[src/rtl/mem_port_arbiter_if.sv]
// Split CPU instruction/data memory ports plus the shared physical memory port.
// slave is the arbiter's view; master is the CPU-and-memory side.
interface mem_port_arbiter_if;
   logic        imem_read;
   logic [31:0] imem_addr;
   logic        imem_resp;
   logic [31:0] imem_rdata;

   logic        dmem_read;
   logic        dmem_write;
   logic [31:0] dmem_addr;
   logic [31:0] dmem_wdata;
   logic [3:0]  dmem_wmask;
   logic        dmem_resp;
   logic [31:0] dmem_rdata;

   logic        pmem_read;
   logic        pmem_write;
   logic [31:0] pmem_addr;
   logic [31:0] pmem_wdata;
   logic [3:0]  pmem_wmask;
   logic        pmem_resp;
   logic [31:0] pmem_rdata;

   logic [31:0] perf_conflict_count;

   modport slave (
      input  imem_read, imem_addr,
      input  dmem_read, dmem_write, dmem_addr, dmem_wdata, dmem_wmask,
      input  pmem_resp, pmem_rdata,
      output imem_resp, imem_rdata, dmem_resp, dmem_rdata,
      output pmem_read, pmem_write, pmem_addr, pmem_wdata, pmem_wmask,
      output perf_conflict_count
   );

   modport master (
      output imem_read, imem_addr,
      output dmem_read, dmem_write, dmem_addr, dmem_wdata, dmem_wmask,
      output pmem_resp, pmem_rdata,
      input  imem_resp, imem_rdata, dmem_resp, dmem_rdata,
      input  pmem_read, pmem_write, pmem_addr, pmem_wdata, pmem_wmask,
      input  perf_conflict_count
   );
endinterface

[src/rtl/mem_port_arbiter.sv]
// Serialises imem/dmem requests onto one memory port; request-to-resp >= 2 cycles, 3-cycle minimum spacing.
// Strobes are held until pmem_resp; one transaction in flight, ties alternate between ports.
module mem_port_arbiter (
   input  logic                clk,
   input  logic                rst,
   mem_port_arbiter_if.slave   mem_if
);

   typedef enum logic [2:0] {IDLE, I_BUSY, D_BUSY, I_RESP, D_RESP} state_e;
   typedef enum logic {SRC_IMEM = 1'b0, SRC_DMEM = 1'b1} src_e;

   typedef struct packed {
      logic [31:0] addr;
      logic [31:0] wdata;
      logic [3:0]  wmask;
   } pmem_req_t;

   state_e      state_q;
   src_e        last_served_q;
   logic        pmem_read_q;
   logic        pmem_write_q;
   pmem_req_t   req_q;
   logic [31:0] imem_rdata_q;
   logic [31:0] dmem_rdata_q;
   logic [31:0] conflict_cnt_q;

   logic imem_req;
   logic dmem_req;
   logic conflict;
   logic grant_dmem_d;

   always_comb begin
      imem_req     = mem_if.imem_read;
      dmem_req     = mem_if.dmem_read | mem_if.dmem_write;
      conflict     = imem_req & dmem_req;
      // On a tie the port not served last wins.
      grant_dmem_d = dmem_req & (~imem_req | (last_served_q == SRC_IMEM));
   end

   always_ff @(posedge clk) begin
      if (rst) begin
         state_q        <= IDLE;
         last_served_q  <= SRC_IMEM;
         pmem_read_q    <= 1'b0;
         pmem_write_q   <= 1'b0;
         req_q          <= '0;
         imem_rdata_q   <= '0;
         dmem_rdata_q   <= '0;
         conflict_cnt_q <= '0;
      end else begin
         case (state_q)
            IDLE: begin
               if (conflict && (conflict_cnt_q != '1)) begin
                  conflict_cnt_q <= conflict_cnt_q + 32'd1;
               end
               if (grant_dmem_d) begin
                  req_q.addr <= mem_if.dmem_addr;
                  state_q    <= D_BUSY;
                  if (mem_if.dmem_write) begin
                     pmem_write_q <= 1'b1;
                     req_q.wdata  <= mem_if.dmem_wdata;
                     req_q.wmask  <= mem_if.dmem_wmask;
                  end else begin
                     pmem_read_q  <= 1'b1;
                     req_q.wmask  <= '0;
                  end
               end else if (imem_req) begin
                  req_q.addr  <= mem_if.imem_addr;
                  req_q.wmask <= '0;
                  pmem_read_q <= 1'b1;
                  state_q     <= I_BUSY;
               end
            end
            I_BUSY: begin
               if (mem_if.pmem_resp) begin
                  pmem_read_q   <= 1'b0;
                  imem_rdata_q  <= mem_if.pmem_rdata;
                  last_served_q <= SRC_IMEM;
                  state_q       <= I_RESP;
               end
            end
            D_BUSY: begin
               if (mem_if.pmem_resp) begin
                  pmem_read_q   <= 1'b0;
                  pmem_write_q  <= 1'b0;
                  if (pmem_read_q) begin
                     dmem_rdata_q <= mem_if.pmem_rdata;
                  end
                  last_served_q <= SRC_DMEM;
                  state_q       <= D_RESP;
               end
            end
            // The RESP cycle keeps a still-high request level from being re-granted.
            I_RESP, D_RESP: state_q <= IDLE;
            default:        state_q <= IDLE;
         endcase
      end
   end

   assign mem_if.imem_resp           = (state_q == I_RESP);
   assign mem_if.dmem_resp           = (state_q == D_RESP);
   assign mem_if.imem_rdata          = imem_rdata_q;
   assign mem_if.dmem_rdata          = dmem_rdata_q;
   assign mem_if.pmem_read           = pmem_read_q;
   assign mem_if.pmem_write          = pmem_write_q;
   assign mem_if.pmem_addr           = req_q.addr;
   assign mem_if.pmem_wdata          = req_q.wdata;
   assign mem_if.pmem_wmask          = req_q.wmask;
   assign mem_if.perf_conflict_count = conflict_cnt_q;

endmodule
[src/flat_wrapper.sv]
// flat-port wrapper written by rule: the top's interface ports become plain ports
module mem_port_arbiter_flat 
  (clk, rst, mem_if_imem_read, mem_if_imem_addr, mem_if_dmem_read, mem_if_dmem_write, mem_if_dmem_addr, mem_if_dmem_wdata, mem_if_dmem_wmask, mem_if_pmem_resp, mem_if_pmem_rdata, mem_if_imem_resp, mem_if_imem_rdata, mem_if_dmem_resp, mem_if_dmem_rdata, mem_if_pmem_read, mem_if_pmem_write, mem_if_pmem_addr, mem_if_pmem_wdata, mem_if_pmem_wmask, mem_if_perf_conflict_count);
  mem_port_arbiter_if mem_if_i ();
  input  logic clk;
  input  logic rst;
  input wire logic [$bits(mem_if_i.imem_read)-1:0] mem_if_imem_read;
  input wire logic [$bits(mem_if_i.imem_addr)-1:0] mem_if_imem_addr;
  input wire logic [$bits(mem_if_i.dmem_read)-1:0] mem_if_dmem_read;
  input wire logic [$bits(mem_if_i.dmem_write)-1:0] mem_if_dmem_write;
  input wire logic [$bits(mem_if_i.dmem_addr)-1:0] mem_if_dmem_addr;
  input wire logic [$bits(mem_if_i.dmem_wdata)-1:0] mem_if_dmem_wdata;
  input wire logic [$bits(mem_if_i.dmem_wmask)-1:0] mem_if_dmem_wmask;
  input wire logic [$bits(mem_if_i.pmem_resp)-1:0] mem_if_pmem_resp;
  input wire logic [$bits(mem_if_i.pmem_rdata)-1:0] mem_if_pmem_rdata;
  output wire logic [$bits(mem_if_i.imem_resp)-1:0] mem_if_imem_resp;
  output wire logic [$bits(mem_if_i.imem_rdata)-1:0] mem_if_imem_rdata;
  output wire logic [$bits(mem_if_i.dmem_resp)-1:0] mem_if_dmem_resp;
  output wire logic [$bits(mem_if_i.dmem_rdata)-1:0] mem_if_dmem_rdata;
  output wire logic [$bits(mem_if_i.pmem_read)-1:0] mem_if_pmem_read;
  output wire logic [$bits(mem_if_i.pmem_write)-1:0] mem_if_pmem_write;
  output wire logic [$bits(mem_if_i.pmem_addr)-1:0] mem_if_pmem_addr;
  output wire logic [$bits(mem_if_i.pmem_wdata)-1:0] mem_if_pmem_wdata;
  output wire logic [$bits(mem_if_i.pmem_wmask)-1:0] mem_if_pmem_wmask;
  output wire logic [$bits(mem_if_i.perf_conflict_count)-1:0] mem_if_perf_conflict_count;
  assign mem_if_i.imem_read = mem_if_imem_read;
  assign mem_if_i.imem_addr = mem_if_imem_addr;
  assign mem_if_i.dmem_read = mem_if_dmem_read;
  assign mem_if_i.dmem_write = mem_if_dmem_write;
  assign mem_if_i.dmem_addr = mem_if_dmem_addr;
  assign mem_if_i.dmem_wdata = mem_if_dmem_wdata;
  assign mem_if_i.dmem_wmask = mem_if_dmem_wmask;
  assign mem_if_i.pmem_resp = mem_if_pmem_resp;
  assign mem_if_i.pmem_rdata = mem_if_pmem_rdata;
  assign mem_if_imem_resp = mem_if_i.imem_resp;
  assign mem_if_imem_rdata = mem_if_i.imem_rdata;
  assign mem_if_dmem_resp = mem_if_i.dmem_resp;
  assign mem_if_dmem_rdata = mem_if_i.dmem_rdata;
  assign mem_if_pmem_read = mem_if_i.pmem_read;
  assign mem_if_pmem_write = mem_if_i.pmem_write;
  assign mem_if_pmem_addr = mem_if_i.pmem_addr;
  assign mem_if_pmem_wdata = mem_if_i.pmem_wdata;
  assign mem_if_pmem_wmask = mem_if_i.pmem_wmask;
  assign mem_if_perf_conflict_count = mem_if_i.perf_conflict_count;
  mem_port_arbiter u_core (.clk(clk), .rst(rst), .mem_if(mem_if_i));
endmodule
[config.mk]
export PLATFORM = sky130hd
export DESIGN_NAME = mem_port_arbiter_flat
export DESIGN_NICKNAME = d
export VERILOG_FILES = /design/src/rtl/mem_port_arbiter_if.sv /design/src/rtl/mem_port_arbiter.sv /design/src/flat_wrapper.sv
export SDC_FILE = /design/constraint.sdc
export NUM_CORES = 1
export LEC_CHECK = 0
export BUFFER_PORTS_ARGS = -buffer_cell sky130_fd_sc_hd__buf_4
export CAP_MARGIN = 20
export CORE_ASPECT_RATIO = 2
export CORE_MARGIN = 2
export CORE_UTILIZATION = 50
export CTS_CLUSTER_DIAMETER = 80
export DETAILED_ROUTE_END_ITERATION = 8
export PLACE_DENSITY = 0.86
export SETUP_SLACK_MARGIN = 0.15
export SYNTH_ARGS = -nofsm -noshare
export SYNTH_HDL_FRONTEND = slang
export SYNTH_SLANG_ARGS = --single-unit
[constraint.sdc]
create_clock -name clk -period 5.3 [get_ports clk]
set_input_delay 0.53 -clock clk [delete_from_list [all_inputs] [get_ports clk]]
set_output_delay 0.53 -clock clk [all_outputs]
set_load 0.02 [all_outputs]
==> out/qor.txt <==
Status - finished clean
Warnings from Yosys - 0
Initial Utilization - 51.38%
Routed len/inst - 16.15 µm
Fin nets - 1226
Maximum fanout along the worst path - 13
DR vias/cell - 5.450
Delay of the slowest cell on the worst path - 0.77 ns
Seq/Total Area, Yosys - 50.98%
Synth unique cells - 40
Slew @ Worst Pin - 0.8658 ns
Max_cap viols - 0
Top post-synthesis cells by area - dfxtp_1 (51%), nand2_1 (12%), a21oi_1 (9.1%), mux2i_1 (5.2%), a211oi_1 (3.7%)
RSZ-0062 raised after global routing - false
Flop and latch count out of synthesis - 170
Num Clock Sinks - 170
WP data required - 5.61 ns
Ports - 306
Initial DRC Count - 315
Antenna Cells - 0
Total congestion overflow - 0
Postcts setup bufs - 0
Max VDD drop - 0.2854 mV
Tot GR Track Use - 27.31%
CP Buf/Inv Count - 1
First-pass GRT wire length - 30.99 mm
First drt pass iteration count - 5
Static leakage - 4.193 nW
Hold WS - 0.3537 ns
Final Skew - 0.01087 ns
Avg Inst Size Synth - 8.282 µm²
Ys flop type - dfxtp_1
Ys async rst share - 0%
Worst hold path type - input pin to flip-flop
Top-count cell post-synth - nand2_1
Num rows - 59
Share of layout cells above drive strength 1 - 32.55%
Post-synth EDFFs - 0
Setup TNS - 0 ns
Routed WL - 20.22 mm
GP Congestion - 0.9426
Commonest cells in the synthesized netlist - nand2_1 (206), dfxtp_1 (170), a21oi_1 (121)
H-tree depth - 4
Placed cells - 1218
Core area - 12990 µm²
Worst EP arrival - 3.32 ns
Post-CTS Hold Buffers - 0
Netlist area before placement - 6675 µm²
Slew headroom - 41.37%
Post-detail-place hpwl - 14.71 mm
Antenna viol nets, final - 0
Final hold violation count - 0
Area share of the largest cell type after synthesis - 50.98%
Number of global-route vias before repair - 6458
Highest clock rate - 331.9 MHz
Cts repair resizes - 0
Non-Filler Instances - 1252
Drt drc - 0
Total CTS buffers - 17
P&R area growth vs syn - 45.04%
Min Tclk post-route - 3.013 ns
Latest clock arrival within the worst-skew pair - 0.42 ns
Syn_nets - 945
Startpoint Class - flip-flop
Port Buffers - 305
CP max stage cell - or4_1
Family with the most delay on the worst path - simple AND/OR/NAND/NOR gates
Largest net degree at the start of global routing - 116
Clk Tree Root Cell - clkbuf_16
Die height - 167.4 µm
CTS tree - yes
Setup crit end kind - flip-flop
PwrDens - 342.2 nW/µm²
Setup violations, final - 0
Die width - 85.70 µm
Crit path cell chain - nand4_1 > or4_1 > o31ai_1 > buf_4 > nor4_1 > mux2_2
Synth Instances - 806
Worst Setup Path Type - flip-flop to flip-flop
Clock slew seen by the registers of the worst setup and hold paths - 0.07 ns
Pins Over Slew Limit - 0
Initial antenna violation count - 0
Die Area - 14350 µm²
Leading area contributor after synthesis - dfxtp_1
Clock Path Buffers - 2
Via count - 6824
Crit share post-route - 56.85%
==> final timing paths <==
path | start | endpoint | slack (ns) | cells after the start
max | u_core.mem_if.perf_conflict_count[8] | u_core.mem_if.perf_conflict_count[29] | 2.29 | 6
min | mem_if_dmem_wdata[25] | u_core.mem_if.pmem_wdata[25] | 0.35 | 3
max reg2reg | u_core.mem_if.perf_conflict_count[8] | u_core.mem_if.perf_conflict_count[29] | 2.29 | 6
min reg2reg | u_core.mem_if.imem_rdata[0] | u_core.mem_if.imem_rdata[0] | 0.45 | 2
==> cells by family after synthesis <==
logic type                 after synthesis  synth area share (%)
muxes                                   40                 6.092
DFF                                    170                 50.98
AOI/OAI and AO/OA                      192                 16.70
and+or+nand+nor                        338                 22.02
buffers and inverters                   61                 3.486
adders and majority gates                1                0.1874
xor gates and xnor gates                 4                0.5248
==> where the power goes <==
| part | leakage (nW) | internal (W) | switching, W |
|---|---|---|---|
| combinational | 2.52 | 0.000273 | 0.000361 |
| sequential | 1.38 | 0.00137 | 0.0000560 |
| clock | 0.287 | 0.000720 | 0.000533 |
| total | 4.19 | 0.00236 | 0.000950 |
==> metrics by stage <==
| stage | power [W] | worst slack (ns) | util [%] | cell area [µm²] |
|---|---|---|---|---|
| 6_report | 0.003313 | 2.287 | 74.52 | 9682 |
| 5_1_grt | 0.003444 | 2.083 | 74.52 | 9682 |
| 2_1_floorplan | 0.001795 | 2.849 | - | 6675 |
| 3_5_place_dp | 0.002088 | 2.339 | 69.64 | 9047 |
| 4_1_cts | 0.003333 | 2.205 | 74.25 | 9647 |
| 3_3_place_gp | 0.002072 | 2.406 | 69.64 | 9047 |
==> flip-flops by register name, summed over array words and instances (netlist names) <==
signal and count:
u_core.mem_if.pmem_read 1, u_core.mem_if.pmem_wdata 32, u_core.mem_if.pmem_wmask 4, u_core.mem_if.dmem_rdata 32, u_core.last_served_q 1, u_core.mem_if.perf_conflict_count 32
u_core.state_q 3, u_core.mem_if.pmem_write 1, u_core.mem_if.imem_rdata 32, u_core.mem_if.pmem_addr 32
==> tightest hold or removal path, cell delays in order <==
cell     delay, ns
buf_4         0.11
nand2_1       0.04
a21oi_1       0.05
==> cells in the final DEF (no fill, tap or decap), types with 2 or more instances in the layout <==
cell,n
buf_4,315
nand2_1,206
dfxtp_1,170
a21oi_1,121
nor2_1,55
mux2i_1,35
a211oi_1,33
o21ai_0,19
clkbuf_16,17
or3_1,16
nand3_1,13
or4_1,9
o31ai_1,9
nor3_1,7
nand4_1,6
inv_1,6
nor2b_1,5
inv_6,5
and3_1,4
nor4_1,4
mux2_2,4
xor2_1,4
a22oi_1,4
clkinv_4,3
and3b_1,2
or4b_1,2
bufinv_16,2
clkinvlp_4,2
==> area by class of cell <==
cell class              count  area (µm²)
well taps                 152       190.2
fillers                   958        3311
repair buffers            317        2400
multi-input cells         575        3067
inverters                   6       22.52
flip-flops and latches    170        3403
clock buffers              19       442.9
clock inverters            13       156.4
==> routing by layer <==
layer | wire (µm) | share of wire (%) | vias to the layer above | global-route usage (%)
li1 | - | - | 3333 | -
met1 | 6851 | 34 | 3106 | 28.13
met2 | 10950 | 54 | 307 | 49.35
met3 | 1297 | 6.4 | 78 | 6.062
met4 | 1128 | 5.6 | 0 | 15.67
met5 | 0 | 0 | - | 0
Note: power is estimated with default switching activity, not from simulation.
